`src/rtl/argmax_classifier_pkg.sv`:
```
// Shared types and build-time defaults for the argmax classifier stage.
// Defaults follow the network-wide defines when they are present.
`ifndef numNeuronLayer4
`define numNeuronLayer4 10
`endif

`ifndef dataWidth
`define dataWidth 16
`endif

package argmax_classifier_pkg;

    localparam int NUM_IN_DEF     = `numNeuronLayer4;
    localparam int DATA_WIDTH_DEF = `dataWidth;

    localparam int IDX_WIDTH_DEF   = 4;
    localparam int FRAME_CNT_WIDTH = 16;

    typedef enum logic {
        ST_IDLE  = 1'b0,
        ST_ACCUM = 1'b1
    } state_e;

endpackage

```
`src/rtl/argmax_classifier.sv`:
```
// Terminal argmax stage: tracks the running signed maximum over a serial
// frame of NUM_IN beats and emits the winning index/value as a 1-cycle pulse.
module argmax_classifier
    import argmax_classifier_pkg::*;
#(
    parameter int NUM_IN     = NUM_IN_DEF,
    parameter int DATA_WIDTH = DATA_WIDTH_DEF,
    parameter int IDX_WIDTH  = IDX_WIDTH_DEF
) (
    input  logic                       clk,
    input  logic                       rst,
    input  logic [DATA_WIDTH-1:0]      i_data,
    input  logic                       i_valid,
    input  logic                       i_flush,
    output logic [IDX_WIDTH-1:0]       o_class,
    output logic [DATA_WIDTH-1:0]      o_max,
    output logic                       o_valid,
    output logic                       o_busy,
    output logic [FRAME_CNT_WIDTH-1:0] o_frame_cnt
);

    localparam logic [IDX_WIDTH-1:0] LAST_IDX = IDX_WIDTH'(NUM_IN - 1);

    state_e state_q, state_d;

    logic                        busy_q;
    logic [IDX_WIDTH-1:0]        cnt_q;
    logic signed [DATA_WIDTH-1:0] cur_max_q;
    logic [IDX_WIDTH-1:0]        cur_idx_q;
    logic signed [DATA_WIDTH-1:0] max_q;
    logic [IDX_WIDTH-1:0]        class_q;
    logic                        valid_q;
    logic [FRAME_CNT_WIDTH-1:0]  frame_cnt_q;

    logic                        accept;
    logic                        last_beat;
    logic                        take_new;
    logic signed [DATA_WIDTH-1:0] data_s;
    logic signed [DATA_WIDTH-1:0] win_max;
    logic [IDX_WIDTH-1:0]        win_idx;

    // Flush always wins over a coincident beat, so a beat counts only without it.
    assign accept    = i_valid && !i_flush;
    assign data_s    = $signed(i_data);
    assign last_beat = (state_q == ST_ACCUM) && (cnt_q == LAST_IDX);

    // The first beat seeds the maximum; later beats replace it only when strictly
    // greater, which makes the lowest index win among equal values.
    assign take_new = (state_q == ST_IDLE) || (data_s > cur_max_q);
    assign win_max  = take_new ? data_s : cur_max_q;
    assign win_idx  = !take_new             ? cur_idx_q :
                      (state_q == ST_IDLE)  ? '0        : cnt_q;

    always_comb begin
        // NOTE: state_d gets its default before the case so no path leaves it unassigned (no latch).
        state_d = state_q;
        case (state_q)
            ST_IDLE: begin
                if (accept) begin
                    state_d = ST_ACCUM;
                end
            end
            ST_ACCUM: begin
                if (i_flush || (accept && last_beat)) begin
                    state_d = ST_IDLE;
                end
            end
        endcase
    end

    always_ff @(posedge clk) begin
        if (rst) begin
            // NOTE: non-blocking <= so every register samples the pre-edge values of the others.
            state_q <= ST_IDLE;
            busy_q  <= 1'b0;
        end else begin
            state_q <= state_d;
            busy_q  <= (state_d == ST_ACCUM);
        end
    end

    always_ff @(posedge clk) begin
        if (rst) begin
            cnt_q       <= '0;
            cur_max_q   <= '0;
            cur_idx_q   <= '0;
            max_q       <= '0;
            class_q     <= '0;
            valid_q     <= 1'b0;
            frame_cnt_q <= '0;
        end else begin
            valid_q <= 1'b0;
            if (i_flush) begin
                cnt_q <= '0;
            end else if (accept) begin
                cur_max_q <= win_max;
                cur_idx_q <= win_idx;
                if (last_beat) begin
                    cnt_q       <= '0;
                    max_q       <= win_max;
                    class_q     <= win_idx;
                    valid_q     <= 1'b1;
                    frame_cnt_q <= frame_cnt_q + FRAME_CNT_WIDTH'(1);
                end else begin
                    cnt_q <= cnt_q + IDX_WIDTH'(1);
                end
            end
        end
    end

    assign o_class     = class_q;
    assign o_max       = max_q;
    assign o_valid     = valid_q;
    assign o_busy      = busy_q;
    assign o_frame_cnt = frame_cnt_q;

endmodule

```
`config.mk`:
```
export PLATFORM = sky130hd
export DESIGN_NAME = argmax_classifier
export DESIGN_NICKNAME = d
export VERILOG_FILES = /design/src/rtl/argmax_classifier_pkg.sv /design/src/rtl/argmax_classifier.sv
export SDC_FILE = /design/constraint.sdc
export NUM_CORES = 1
export LEC_CHECK = 0
export ABC_AREA = 0
export CAP_MARGIN = 20
export CORE_MARGIN = 10
export CORE_UTILIZATION = 55
export CTS_CLUSTER_SIZE = 30
export DETAILED_ROUTE_END_ITERATION = 16
export HOLD_SLACK_MARGIN = 0.08
export PLACE_DENSITY = 0.85
export SETUP_SLACK_MARGIN = 0.1
export SLEW_MARGIN = 20
export SYNTH_ARGS = -nofsm -noshare
export SYNTH_HDL_FRONTEND = slang
export SYNTH_SLANG_ARGS = --single-unit
```
`constraint.sdc`:
```
create_clock -name clk -period 7.5 [get_ports clk]
set_clock_uncertainty 0.15 [all_clocks]
set_input_delay 2.25 -clock clk [delete_from_list [all_inputs] [get_ports clk]]
set_output_delay 2.25 -clock clk [all_outputs]
set_load 0.02 [all_outputs]
```
==> results.sh, run 1 <==
export IMPL_arrival_ps=5150
export IMPL_wl_per_cell_um=14.0
export IMPL_grt_pass1_vias=2452
export IMPL_drive_gt1_frac=0.0550
export IMPL_diodes=0
export IMPL_syn_nets=361
export IMPL_crit_type="primary input to register"
export IMPL_firstDrtPassIters=4
export IMPL_cts_resized=0
export IMPL_synth_area_top_cells="dfxtp_1 42%, mux2i_1 12%, ha_1 8.0%"
export IMPL_grt_pass1_wl_mm=11.4
export IMPL_setup_violations_final=0
export IMPL_max_stage_delay_ps=590
export IMPL_dp_cells=436
export IMPL_die_x_um=93.3
export IMPL_grtUsageTotal=0.159
export IMPL_htreeDepth=3
export IMPL_min_period_over_period=0.683
export IMPL_gr_total_overflow=0
export IMPL_vias_per_cell=5.26
export IMPL_antenna_found_initial=0
export IMPL_p_leak_nw=1.50
export IMPL_ant_nets=0
export IMPL_cp_start_kind="primary input"
export IMPL_rsz0062_at_grt="false"
export IMPL_synth_main_ff_cell="dfxtp_1"
export IMPL_port_buffers=57
export IMPL_routed_wl_mm=6.35
export IMPL_dieArea_um2=8710
export IMPL_fin_setup_tns_ps=0
export IMPL_hold_path_class="register to register"
export IMPL_clk_latency_ps=350
export IMPL_crit_family="compound AO/OA/AOI/OAI gates"
export IMPL_ys_seq_area_frac=0.420
export IMPL_worst_slew_pin_slew_ps=1020
export IMPL_start_util=0.571
export IMPL_synth_edf_count=0
export IMPL_drv_cap=0
export IMPL_grt_max_degree=57
export IMPL_cts_buffers_inserted=9
export IMPL_cts_root_buf="clkbuf_8"
export IMPL_coreArea_um2=5170
export IMPL_ir_drop_v=0.000128
export IMPL_vias=2377
export IMPL_io_pins=58
export IMPL_cp_max_fo=12
export IMPL_clockBufferDepth=2
export IMPL_synth_cells=322
export IMPL_drt_iter0_markers=102
export IMPL_avgSynthCellArea_um2=9.18
export IMPL_end_kind="register"
export IMPL_cts_sinks=62
export IMPL_ys_seq_elements=62
export IMPL_ys_warn_count=0
export IMPL_power_density_nw_per_um2=186
export IMPL_slew_violations=0
export IMPL_gp_congestion=0.778
export IMPL_crit_slowest_cell="a21oi_2"
export IMPL_finalCriticalPeriod_ps=5120
export IMPL_worstPathCellList="clkdlybuf4s50_1 > ha_1 > nand4_1 > a211o_1 > a2111o_1 > a21oi_2 > buf_4 > mux2i_1 > a211oi_1"
export IMPL_status="finished, final reports clean"
export IMPL_postCtsHoldBufs=0
export IMPL_areaGrowthSynthToFinish_pct=26.2
export IMPL_final_hold_violation_count=0
export IMPL_crit_buf_inv=2
export IMPL_layout_cells_non_filler=452
export IMPL_fmax_mhz=195
export IMPL_netlist_area_um2=2960
export IMPL_async_flop_share=0
export IMPL_cts_setup_buffers=0
export IMPL_cts_tree="yes"
export IMPL_drc_errors=0
export IMPL_yosysUniqueCellTypes=35
export IMPL_hpwlAfterDp_mm=4.51
export IMPL_yosysTopAreaCell="dfxtp_1"
export IMPL_clkSlewWorstSetupHoldPaths_ps=70
export IMPL_dieHeight_um=93.3
export IMPL_max_slew_margin_rel=0.323
export IMPL_nNetsFinal=416
export IMPL_rows=26
export IMPL_yosys_area_top_type_share=0.420
export IMPL_crit_required_ps=7530
-- cell families (layout without fill, tap and decap cells) --
| logic type | count (synthesis) | in the layout | synth area share |
|---|---|---|---|
| AND/OR/NAND/NOR | 109 | 109 | 0.167 |
| buffers and inverters | 37 | 97 | 0.0542 |
| multiplexers | 35 | 35 | 0.119 |
| AO/OA/AOI/OAI | 42 | 42 | 0.107 |
| adder cells (fa/ha/maj) | 19 | 19 | 0.0804 |
| XOR/XNOR | 18 | 18 | 0.0533 |
| flip-flops | 62 | 62 | 0.420 |
-- worst paths after layout --
kind	startpoint	endpoint	slack (ps)	cells past startpoint
min	o_class[2]	o_class[2]	330	2
max	i_data[7]	o_max[5]	2380	9
min reg2reg	o_class[2]	o_class[2]	330	2
max reg2reg	cur_max_q[7]	o_max[5]	4360	9
-- layout by cell type (no fill, tap or decap), types with 8 or more instances in the layout --
master | Yosys | routed
a211oi_1 | 21 | 21
clkbuf_8 | 0 | 9
clkdlybuf4s50_1 | 0 | 56
dfxtp_1 | 62 | 62
ha_1 | 19 | 19
inv_1 | 22 | 22
mux2i_1 | 35 | 35
nand2_1 | 13 | 13
nor2_1 | 63 | 62
xnor2_1 | 8 | 8
xor2_1 | 10 | 10
-- worst reg2reg max path, cell delays in order (launching register included) --
cell and delay, ps:
dfxtp_1 360, inv_1 60, ha_1 310, nand4_1 160, a211o_1 280, a2111o_1 420, a21oi_2 590, buf_4 350
mux2i_1 220, a211oi_1 90
-- synth_stat cells (all sizes together), types with 3 or more instances --
library cell and instances:
buf 5, nor2 63, nand2 13, mux2i 35
a21oi 8, and3 5, nor3 6, xor2 10
nand4 6, clkbuf 10, dfxtp 62, nand3b 3
a211oi 21, xnor2 8, inv 22, ha 19
a22o 4, nand3 4
-- power by group --
group / internal (W) / switching, W / total (W)
sequential: 0.000334 / 0.00000452 / 0.000339
clock: 0.000151 / 0.000127 / 0.000278
combinational: 0.0000356 / 0.0000393 / 0.0000749
total: 0.000521 / 0.000171 / 0.000692
-- stage by stage --
step           utilization  worst slack, ps  hold slack, ps  instance area [um2]  total power (W)
6_report             0.721             2380             327                 3730         0.000692
5_1_grt              0.721             2120             356                 3730         0.000725
4_1_cts              0.721             2380             334                 3730         0.000699
3_5_place_dp         0.686             2030             315                 3550         0.000421
3_3_place_gp         0.686             2090             311                 3550         0.000419
2_1_floorplan            -             3180             299                 2960         0.000399
-- layout make-up --
class	count	area, um2
clock inverters	5	50.0
multi-input cells	223	1560
well taps	70	87.6
repair buffers	59	581
fillers	387	1440
flip-flops and latches	62	1240
inverters	22	82.6
clock buffers	11	131
-- flip-flops by register name, summed over array words and instances (netlist names) --
signal	count
o_max	16
o_busy	1
o_frame_cnt	16
cur_max_q	16
o_valid	1
cur_idx_q	4
o_class	4
cnt_q	4
-- per-layer routing --
layer | share of wire | GRT usage | routed length, um
met2 | 0.46 | 0.251 | 2950
met4 | 0.025 | 0.0977 | 157
met5 | 0 | 0 | 0
met3 | 0.068 | 0.0560 | 429
met1 | 0.44 | 0.181 | 2810
Power figures use the tool's default switching activity.
==> run 2: changes to the inputs <==
--- a/config.mk
+++ b/config.mk
@@ -8,11 +8,11 @@
 export ABC_AREA = 0
 export CAP_MARGIN = 20
 export CORE_MARGIN = 10
-export CORE_UTILIZATION = 55
+export CORE_UTILIZATION = 46
 export CTS_CLUSTER_SIZE = 30
 export DETAILED_ROUTE_END_ITERATION = 16
 export HOLD_SLACK_MARGIN = 0.08
-export PLACE_DENSITY = 0.85
+export PLACE_DENSITY = 0.76
 export SETUP_SLACK_MARGIN = 0.1
 export SLEW_MARGIN = 20
 export SYNTH_ARGS = -nofsm -noshare
==> constraint.sdc (replaced) <==
create_clock -name clk -period 4.35 [get_ports clk]
set_clock_uncertainty 0.15 [all_clocks]
set_input_delay 1.305 -clock clk [delete_from_list [all_inputs] [get_ports clk]]
set_output_delay 1.305 -clock clk [all_outputs]
set_load 0.02 [all_outputs]
==> run 2 against run 1 <==
- sequential power grew 73%
- hold slack gained 13 ps
- first-iteration DRC count shrank 26%
- clock power grew 60%
- clock-buffer cell count grew 3
- total power grew 68%
- critical endpoint is now o_max[13]
==> results.sh, run 2 (synthesis results as in run 1) <==
export IMPL_status="finished, final reports clean"
export IMPL_place_ws_ps=311
export IMPL_grt_max_degree=57
export IMPL_final_hold_violation_count=0
export IMPL_max_slew_margin_rel=0.349
export IMPL_hpwlAfterDp_mm=4.90
export IMPL_gr_total_overflow=0
export IMPL_routed_wl_mm=6.66
export IMPL_finalCriticalPeriod_ps=3710
export IMPL_grt_pass1_wl_mm=11.2
export IMPL_p_switching_w=0.000287
export IMPL_cts_root_buf="clkbuf_8"
export IMPL_whs_ps=340
export IMPL_arrival_ps=3720
export IMPL_hold_depth=2
export IMPL_gp_congestion=0.784
export IMPL_ff2ff_setup_slack_ps=1700
export IMPL_drt_iter0_markers=75
export IMPL_cp_start_kind="primary input"
export IMPL_wl_per_cell_um=14.4
export IMPL_postCtsHoldBufs=0
export IMPL_dieArea_um2=10000
export IMPL_fmax_mhz=269
export IMPL_reg2reg_to="o_max[13]"
export IMPL_rows=29
export IMPL_start_util=0.471
export IMPL_setup_violations_final=0
export IMPL_vias_per_cell=5.19
export IMPL_p_leak_nw=1.52
export IMPL_diodes=0
export IMPL_drv_cap=0
export IMPL_worst_slew_pin_slew_ps=977
export IMPL_crit_type="primary input to register"
export IMPL_setup_ws_ps=639
export IMPL_end_kind="register"
export IMPL_pwr_share_seq=0.502
export IMPL_dieHeight_um=100
export IMPL_cts_setup_buffers=0
export IMPL_clkSlewWorstSetupHoldPaths_ps=60
export IMPL_crit_required_ps=4360
export IMPL_clockBufferDepth=2
export IMPL_coreArea_um2=6280
export IMPL_drc_errors=0
export IMPL_min_from="o_class[2]"
export IMPL_layout_common_cells="62 x nor2_1, 62 x dfxtp_1, 56 x clkdlybuf4s50_1, 35 x mux2i_1, 22 x inv_1"
export IMPL_fin_setup_tns_ps=0
export IMPL_rsz0062_at_grt="false"
export IMPL_ant_nets=0
export IMPL_min_period_over_period=0.853
export IMPL_cts_sinks=62
export IMPL_rr_startpoint="cur_max_q[7]"
export IMPL_power_density_nw_per_um2=309
export IMPL_nNetsFinal=421
export IMPL_final_cell_area_um2=3770
export IMPL_postPlaceCellArea_um2=3610
export IMPL_pwr_share_clk=0.381
export IMPL_cts_tree="yes"
export IMPL_slew_violations=0
export IMPL_cp_startpoint="i_data[0]"
export IMPL_drive_gt1_frac=0.0622
export IMPL_cts_buffers_inserted=9
export IMPL_firstDrtPassIters=4
export IMPL_internal_power_w=0.000878
export IMPL_io_pins=58
export IMPL_vias=2402
export IMPL_die_x_um=100
export IMPL_grtUsageTotal=0.135
export IMPL_cp_max_fo=15
export IMPL_hold_path_class="register to register"
export IMPL_htreeDepth=3
export IMPL_switching_share=0.246
export IMPL_clk_latency_ps=340
export IMPL_combPwrFrac=0.118
export IMPL_holdPathEnd="o_class[2]"
export IMPL_ir_drop_v=0.000176
export IMPL_cts_resized=0
export IMPL_layout_cells_non_filler=463
export IMPL_grt_pass1_vias=2327
export IMPL_antenna_found_initial=0
export IMPL_ff2ff_path_depth=9
export IMPL_dp_cells=448
export IMPL_areaGrowthSynthToFinish_pct=27.7
export IMPL_port_buffers=57
[run 2: worst max path at each step]
stage | end | slack [ps]
floorplan | cur_idx_q[0] | 980
global placement | o_max[10] | 390
detailed placement | cur_idx_q[1] | 310
CTS | o_max[13] | 620
global route | o_max[13] | 470
finish | o_max[13] | 640
[run 2: final cells by class]
class                      instances  area (um2)
tap                               77        96.3
clock buffer                      14         163
fill                             544        2500
clock inverter                     1        5.00
sequential                        62        1240
inverter                          22        82.6
timing repair buffer              64         631
multi-input combinational        223        1560
[run 2: per-stage QoR]
| stage | util | total power (W) |
|---|---|---|
| after floorplan | - | 0.000689 |
| after CTS | 0.601 | 0.00117 |
| after global routing | 0.601 | 0.00121 |
| after global placement | 0.575 | 0.000730 |
| after detailed placement | 0.575 | 0.000734 |
| final | 0.601 | 0.00117 |
[run 2: worst max-delay path, cell delays in order]
cell and delay, ps:
clkdlybuf4s50_1 520, inv_1 60, ha_1 190, nand2b_1 130, a211o_1 310, a2111o_1 430
a21oi_2 220, buf_12 190, mux2i_1 240, a211oi_1 110
[run 2: per-layer routing]
metal	up-vias	global-route usage	wire, um
li1	1229	-	-
met1	1118	0.162	2980
met2	41	0.207	3130
met3	14	0.0453	380
met4	0	0.0717	162
met5	-	0	0
[run 2: power by group through the flow]
stage / sequential [W] / clock, W / combinational (W)
after global routing: 0.000585 / 0.000472 / 0.000153
final: 0.000585 / 0.000444 / 0.000137
after CTS: 0.000584 / 0.000450 / 0.000139
after floorplan: 0.000595 / 0 / 0.0000931
after detailed placement: 0.000597 / 0 / 0.000137
after global placement: 0.000597 / 0 / 0.000133
==> run 3: changes to the inputs <==
--- a/config.mk
+++ b/config.mk
@@ -12,9 +12,10 @@
 export CTS_CLUSTER_SIZE = 30
 export DETAILED_ROUTE_END_ITERATION = 16
 export HOLD_SLACK_MARGIN = 0.08
+export MAX_ROUTING_LAYER = met4
 export PLACE_DENSITY = 0.76
 export SETUP_SLACK_MARGIN = 0.1
-export SLEW_MARGIN = 20
+export SKIP_LAST_GASP = 1
 export SYNTH_ARGS = -nofsm -noshare
 export SYNTH_HDL_FRONTEND = slang
 export SYNTH_SLANG_ARGS = --single-unit
==> run 3 against run 2 <==
- fmax about the same
- global-route usage is 0.43 points higher
- core utilization did not move
- die area stayed put
- final area is the same
- largest cell class unchanged
==> results.sh, run 3 (synthesis results as in run 1) <==
export IMPL_rows=29
export IMPL_status="finished, final reports clean"
export IMPL_grt_max_degree=57
export IMPL_diodes=0
export IMPL_clockBufferDepth=2
export IMPL_wl_per_cell_um=14.4
export IMPL_ir_drop_v=0.000177
export IMPL_cts_resized=0
export IMPL_htreeDepth=3
export IMPL_vias_per_cell=5.20
export IMPL_areaGrowthSynthToFinish_pct=27.7
export IMPL_place_ws_ps=311
export IMPL_drv_cap=0
export IMPL_grtUsageMet3=0.0391
export IMPL_coreArea_um2=6280
export IMPL_min_period_over_period=0.853
export IMPL_final_util=0.601
export IMPL_globalRouteMet2Util=0.206
export IMPL_setup_ws_ps=638
export IMPL_fmax_mhz=269
export IMPL_clk_latency_ps=340
export IMPL_end_kind="register"
export IMPL_dieArea_um2=10000
export IMPL_whs_ps=340
export IMPL_arrival_ps=3720
export IMPL_cts_root_buf="clkbuf_8"
export IMPL_use_met1=0.167
export IMPL_worst_slew_pin_slew_ps=981
export IMPL_start_util=0.471
export IMPL_p_leak_nw=1.52
export IMPL_drt_iter0_markers=66
export IMPL_gp_congestion=0.794
export IMPL_setup_violations_final=0
export IMPL_cts_sinks=62
export IMPL_io_pins=58
export IMPL_finalCriticalPeriod_ps=3710
export IMPL_power_density_nw_per_um2=309
export IMPL_cts_buffers_inserted=9
export IMPL_postCtsHoldBufs=0
export IMPL_grtUsageTotal=0.139
export IMPL_dieHeight_um=100
export IMPL_layout_common_cells="62 x nor2_1, 62 x dfxtp_1, 56 x clkdlybuf4s50_1, 35 x mux2i_1, 22 x inv_1"
export IMPL_cp_max_fo=15
export IMPL_cp_start_kind="primary input"
export IMPL_drive_gt1_frac=0.0622
export IMPL_final_hold_violation_count=0
export IMPL_clkSlewWorstSetupHoldPaths_ps=70
export IMPL_cts_setup_buffers=0
export IMPL_cts_tree="yes"
export IMPL_routed_wl_mm=6.65
export IMPL_grt_busiest_layer="met2"
export IMPL_grt_pass1_vias=2326
export IMPL_gr_total_overflow=0
export IMPL_fill_cells=544
export IMPL_firstDrtPassIters=4
export IMPL_port_buffers=57
export IMPL_antenna_found_initial=0
export IMPL_rsz0062_at_grt="false"
export IMPL_hpwlAfterDp_mm=4.90
export IMPL_crit_type="primary input to register"
export IMPL_max_slew_margin_rel=0.346
export IMPL_drc_errors=0
export IMPL_die_x_um=100
export IMPL_ant_nets=0
export IMPL_nNetsFinal=421
export IMPL_grt_pass1_wl_mm=11.2
export IMPL_slew_violations=0
export IMPL_vias=2409
export IMPL_fin_setup_tns_ps=0
export IMPL_crit_required_ps=4360
export IMPL_hold_path_class="register to register"
[run 3: cell counts in the layout (fill, tap and decap cells not counted)]
No cell type changed its count.
[run 3: layout make-up]
type	instances	area [um2]	area share
clock buffers	14	163	0.0431
clock inverters	1	5.00	0.00133
inverters	22	82.6	0.0219
multi-input cells	223	1560	0.412
flip-flops and latches	62	1240	0.329
well taps	77	96.3	0.0255
repair buffers	64	631	0.167
[run 3: critical path, cell delays in order]
cell and delay [ps]:
clkdlybuf4s50_1 520, inv_1 60, ha_1 190, nand2b_1 130
a211o_1 310, a2111o_1 430, a21oi_2 220, buf_12 190
mux2i_1 240, a211oi_1 120
[run 3: path summary, 6_finish.rpt]
kind	startpoint	endpoint	slack [ps]	depth (start not counted)
min	o_class[2]	o_class[2]	340	2
max reg2reg	cur_max_q[7]	o_max[13]	1690	9
max	i_data[0]	o_max[13]	640	10
min reg2reg	o_class[2]	o_class[2]	340	2
[run 3: layer usage]
metal	part of all wire	vias up
met5	0	-
met1	0.46	1120
met3	0.044	12
met2	0.47	47
li1	-	1230
met4	0.025	0
[run 3: report_power, final]
part / switching, W / internal, W
Combinational: 0.0000704 / 0.0000670
Clock: 0.000211 / 0.000235
Sequential: 0.00000782 / 0.000577
[run 3: per-stage QoR]
stage               cell area, um2  std cells  total power (W)
floorplan                     2960        322         0.000689
global placement              3610        448         0.000730
detailed placement            3610        448         0.000734
CTS                           3770        463          0.00117
global route                  3770        463          0.00121
finish                        3770        463          0.00117
